`src/rtl/counter_updn_mod.sv`:
```
// counter_updn_mod
//   Synchronous up/down counter with a runtime top value (modulus).
//   The counter wraps at top when counting up and reloads top when counting
//   down through zero. Stages cascade through ENP/ENT/RCO.
//   Optional feature: define CNT_CMP_EN to add the CMP input and the
//   registered MATCH output.
//   Reset: nCLR, asynchronous, active low. Clock: CLK, rising edge.

module counter_updn_mod #(
    parameter int              WIDTH   = 8,
    parameter logic [WIDTH-1:0] TOP_RST = {WIDTH{1'b1}}
) (
    input  logic             CLK,
    input  logic             nCLR,
    input  logic             nSCLR,
    input  logic             nLOAD,
    input  logic [WIDTH-1:0] Din,
    input  logic             nTLOAD,
    input  logic             UP,
    input  logic             ENP,
    input  logic             ENT,
    output logic [WIDTH-1:0] Dout,
    output logic             TC,
    output logic             RCO
`ifdef CNT_CMP_EN
    ,
    input  logic [WIDTH-1:0] CMP,
    output logic             MATCH
`endif
);

    logic [WIDTH-1:0] cnt;
    logic [WIDTH-1:0] cnt_next;
    logic [WIDTH-1:0] top;
    logic             count_en;

    assign count_en = ENP & ENT;

    // Next counter value.
    // Priority, highest first: sync clear, parallel load, count, hold.
    // Counting always compares against the current top. A top load in the
    // same cycle only affects later cycles.
    always_comb begin
        cnt_next = cnt;
        if (!nSCLR) begin
            cnt_next = '0;
        end else if (!nLOAD) begin
            cnt_next = Din;
        end else if (count_en) begin
            if (UP) begin
                // >= rather than == so that a value loaded above top
                // still wraps to 0 on the next count.
                cnt_next = (cnt >= top) ? '0 : cnt + WIDTH'(1);
            end else begin
                cnt_next = (cnt == '0) ? top : cnt - WIDTH'(1);
            end
        end
    end

    // Counter register. The reset is asynchronous.
    always_ff @(posedge CLK or negedge nCLR) begin
        if (!nCLR) begin
            cnt <= '0;
        end else begin
            cnt <= cnt_next;
        end
    end

    // Top register. It loads from Din independently of the counter update.
    always_ff @(posedge CLK or negedge nCLR) begin
        if (!nCLR) begin
            top <= TOP_RST;
        end else if (!nTLOAD) begin
            top <= Din;
        end
    end

    assign Dout = cnt;

    // Terminal count depends on direction. With top == 0 both terms hold.
    assign TC  = UP ? (cnt == top) : (cnt == '0);
    assign RCO = TC & ENT;

`ifdef CNT_CMP_EN
    // MATCH is registered from cnt_next, so it lines up with Dout
    // without a cycle of lag.
    always_ff @(posedge CLK or negedge nCLR) begin
        if (!nCLR) begin
            MATCH <= 1'b0;
        end else begin
            MATCH <= (cnt_next == CMP);
        end
    end
`endif

endmodule
```
`config.mk`:
```
export PLATFORM = sky130hd
export DESIGN_NAME = counter_updn_mod
export DESIGN_NICKNAME = d
export VERILOG_FILES = /design/src/rtl/counter_updn_mod.sv
export SDC_FILE = /design/constraint.sdc
export NUM_CORES = 1
export LEC_CHECK = 0
export ABC_CLOCK_PERIOD_IN_PS = 1900
export CELL_PAD_IN_SITES_DETAIL_PLACEMENT = 0
export CELL_PAD_IN_SITES_GLOBAL_PLACEMENT = 1
export CORE_MARGIN = 4
export CORE_UTILIZATION = 26
export DETAILED_ROUTE_END_ITERATION = 7
export PLACE_DENSITY_LB_ADDON = 0.25
export SLEW_MARGIN = 20
export SYNTH_ARGS = -nofsm -noshare
export SYNTH_HDL_FRONTEND = slang
export SYNTH_SLANG_ARGS = --single-unit
```
`constraint.sdc`:
```
create_clock -name CLK -period 1.9 [get_ports CLK]
set_input_delay 0.38 -clock CLK [delete_from_list [all_inputs] [get_ports CLK]]
set_output_delay 0.38 -clock CLK [all_outputs]
set_load 0.03 [all_outputs]
```
==> impl_summary.log <==
INFO  metric p_leak = 0.000951 uW
INFO  metric finalNetCount = roughly 260
INFO  metric numClockSinks = 16
INFO  metric ff_latch_area = approximately 420 um2
INFO  metric worst_slack = -469 ps
INFO  metric grt_max_degree = 18
INFO  metric detail_route.iter0.violations = 137
INFO  metric cap_violations = 0
INFO  metric clk_latency = 260 ps
INFO  metric initial_utilization = 0.275
INFO  metric setup_repair_after_global_routing_missed_its_margin = true
INFO  metric yosysSeqAreaShare = 0.285
INFO  metric rows = 26
INFO  metric final_hold_viol_count = 0
INFO  metric crit_path_max_incr_delay = 540 ps
INFO  metric tritoncts = done
INFO  metric violations = setup timing
INFO  metric totalWireLength = around 4700 um
INFO  metric post_drt_wl_per_cell = 15.6 um
INFO  metric worst_slew_pin_slew = 414 ps
INFO  metric crit_buf_inv = 3
INFO  metric crit_path_top_delay_cell = dfstp_2
INFO  metric syn-instance-count = about 170
INFO  metric fillers = about 520
INFO  metric min_path_type = in2async
INFO  metric die_height = between 80 and 90 um
INFO  metric design.portCount = 26
INFO  metric worstReg2RegEnd = Dout[2]$_DFFE_PN0P_
INFO  metric ys.warnings.count = 0
INFO  metric via_per_inst = about 5
INFO  metric h_tree_level_count = 1
INFO  metric critical_path.cell_chain = inv_2, ha_4, nand4_1, o21ai_2, buf_4, o21a_4, and2_4, buf_6
INFO  metric fin_crit = 2370 ps
INFO  metric syn2layout_area_growth = 55.3%
INFO  metric overall_global_routing_resource_usage = 0.148
INFO  metric area_of_the_core = approximately 0.0052 mm2
INFO  metric synthesis.nets = between 150 and 200
INFO  metric delay_heaviest_family_cp = flip-flops
INFO  metric finalWeightedCongestion = approximately 0.9
INFO  metric grt_pass1_wl = around 7500 um
INFO  metric place_worst_setup_slack = -361 ps
INFO  metric final-max-slew-violation-count = 0
INFO  metric ys_dominant_reg_cell = dfstp_2
INFO  metric postSynth.asyncResetShare = 1.00
INFO  metric portBuffers = 25
INFO  metric min_period_over_period = 1.25
INFO  metric worstRegToRegCells = 8
INFO  metric fmax = 422 MHz
INFO  metric placement.cell_area = around 0.0021 mm2
INFO  metric cts_max_path_buffers = 2
INFO  metric drt_drc_violations_left = 0
INFO  metric multi_input_area = ~0.0010 mm2
INFO  metric die_x = around 80 um
INFO  metric layout.cell_area.non_filler = approximately 0.0022 mm2
INFO  metric post_synth_instance_area = roughly 0.0014 mm2
INFO  metric type_of_the_worst_setup_path = reg2out
INFO  metric slew-limit-headroom = 0.724
INFO  metric antenna_found_initial = 0
INFO  metric floorplan.die_area = roughly 0.0068 mm2
INFO  metric clkSlewWorstSetupHoldPaths = about 70 ps
INFO  metric cp_data_required_time = ~1500 ps
INFO  metric timing.rr.start = top[5]$_DFFE_PN1N_
INFO  metric post_synthesis_area_per_instance = 8.67 um2
INFO  metric worstPathMaxFanout = 2
INFO  metric power-per-cell-area = ~670 mW/mm2
INFO  metric final_layout_size_suffix_gt1_frac = 0.432
INFO  metric global_route.overflow_total = 0
INFO  metric peakVddDrop = around 0.26 mV
INFO  metric ys_ff_latch = 16
INFO  metric dp.cells = a little under 300
INFO  metric end_kind = output pin
INFO  metric synthDistinctLibCells = 43
INFO  metric diodes = 0
INFO  metric status = complete, but fails checks
INFO  metric fin_skew = 1.90 ps
INFO  metric tritoncts_buffers = 3
INFO  metric most-common-layout-cells = buf_4, clkdlybuf4s50_1, nor2_1
INFO  metric reg2reg_setup_slack = -380 ps
INFO  metric vias = about 1.5k
INFO  metric first_global_vias = approximately 1.6k
INFO  metric drt_pre_antenna_iters = 4
INFO  metric clock_tree.root_cell = clkbuf_8
INFO  metric dp_hpwl = about 3600 um
INFO  metric detail-route-antenna-nets = 0
INFO  metric number_of_enable_flip_flop_cells_after_synthesis = 0
INFO  metric setup_viol = 10
INFO  metric layout.cells.non_filler = 299
INFO  metric most_frequent_standard_cell_in_the_layout_excluding_fill_and_tap_cells = buf_4
INFO  metric kind_of_launch_point_of_the_worst_setup_path = flip-flop
INFO  metric cp_data_arrival_time = 1990 ps
logic make-up (layout without fill, tap and decap cells):
logic type | count (synthesis) | after routing | share of synthesized area
XOR/XNOR | 1 | 1 | 0.00609
adder cells (fa/ha/maj) | 11 | 11 | 0.0957
buffers and inverters | 23 | 86 | 0.0722
AND/OR/NAND/NOR | 58 | 58 | 0.224
AO/OA/AOI/OAI | 48 | 48 | 0.247
flip-flops | 16 | 16 | 0.285
multiplexers | 9 | 9 | 0.0696
state kept, by name, indices dropped and copies added, names as in the netlist:
name	count
Dout	8
top	8
metrics by stage:
stage,utilization,hold slack (ps),power [uW],setup TNS [ps]
2_1_floorplan,-,84.4,857,-1370
3_3_place_gp,0.398,669,1140,-2740
3_5_place_dp,0.398,649,1150,-2850
4_1_cts,0.419,463,1500,-3450
5_1_grt,0.427,472,1590,-4440
6_report,0.427,455,1500,-3630
repair_timing:
item                                    4_1_cts  5_1_grt
pin swaps                                     6        4
resized for setup                             9        5
hold buffers                                  0        0
setup buffers                                 2        3
endpoints found under the setup margin       11       13
metal layers:
layer,GRT usage,wire [um],vias up
li1,-,-,740
met1,0.188,2130,707
met2,0.253,2250,42
met3,0.0206,205,8
met4,0.0565,93,0
met5,0,0,-
worst max-delay path by stage:
stage                        start             endpoint  slack, ps  cells past startpoint
2_1_floorplan  Dout[5]$_DFFE_PN0P_                  RCO       -220                      6
3_3_place_gp    top[7]$_DFFE_PN1N_  Dout[4]$_DFFE_PN0P_       -330                      7
3_5_place_dp    top[6]$_DFFE_PN1N_  Dout[2]$_DFFE_PN0P_       -360                      7
4_1_cts         top[5]$_DFFE_PN1N_                  RCO       -460                      8
5_1_grt         top[6]$_DFFE_PN1N_                  RCO       -540                      8
6_report        top[5]$_DFFE_PN1N_                  RCO       -470                      8
area by class of cell:
cell class / instances / share of cell area
clock buffers: 4 / 0.0246
flip-flops and latches: 16 / 0.188
inverters: 11 / 0.0185
multi-input cells: 127 / 0.455
repair buffers: 71 / 0.274
well taps: 70 / 0.0392
Yosys cell counts, drive strengths merged, types with 5 or more instances:
cell / n / area (um2)
nor2: 13 / 48.8
o21ai: 13 / 65.1
ha: 11 / 138
inv: 11 / 41.3
dfrtp: 8 / 200
dfstp: 8 / 210
mux2: 8 / 90.1
nand2: 8 / 30.0
clkbuf: 7 / 26.3
nand2b: 6 / 37.5
nor3: 6 / 35.0
buf: 5 / 36.3
power breakdown:
group          switching (uW)  total [uW]  internal [uW]
clock network             137         321            184
logic                     374         748            374
registers                34.5         428            394
Power figures use the tool's default switching activity.
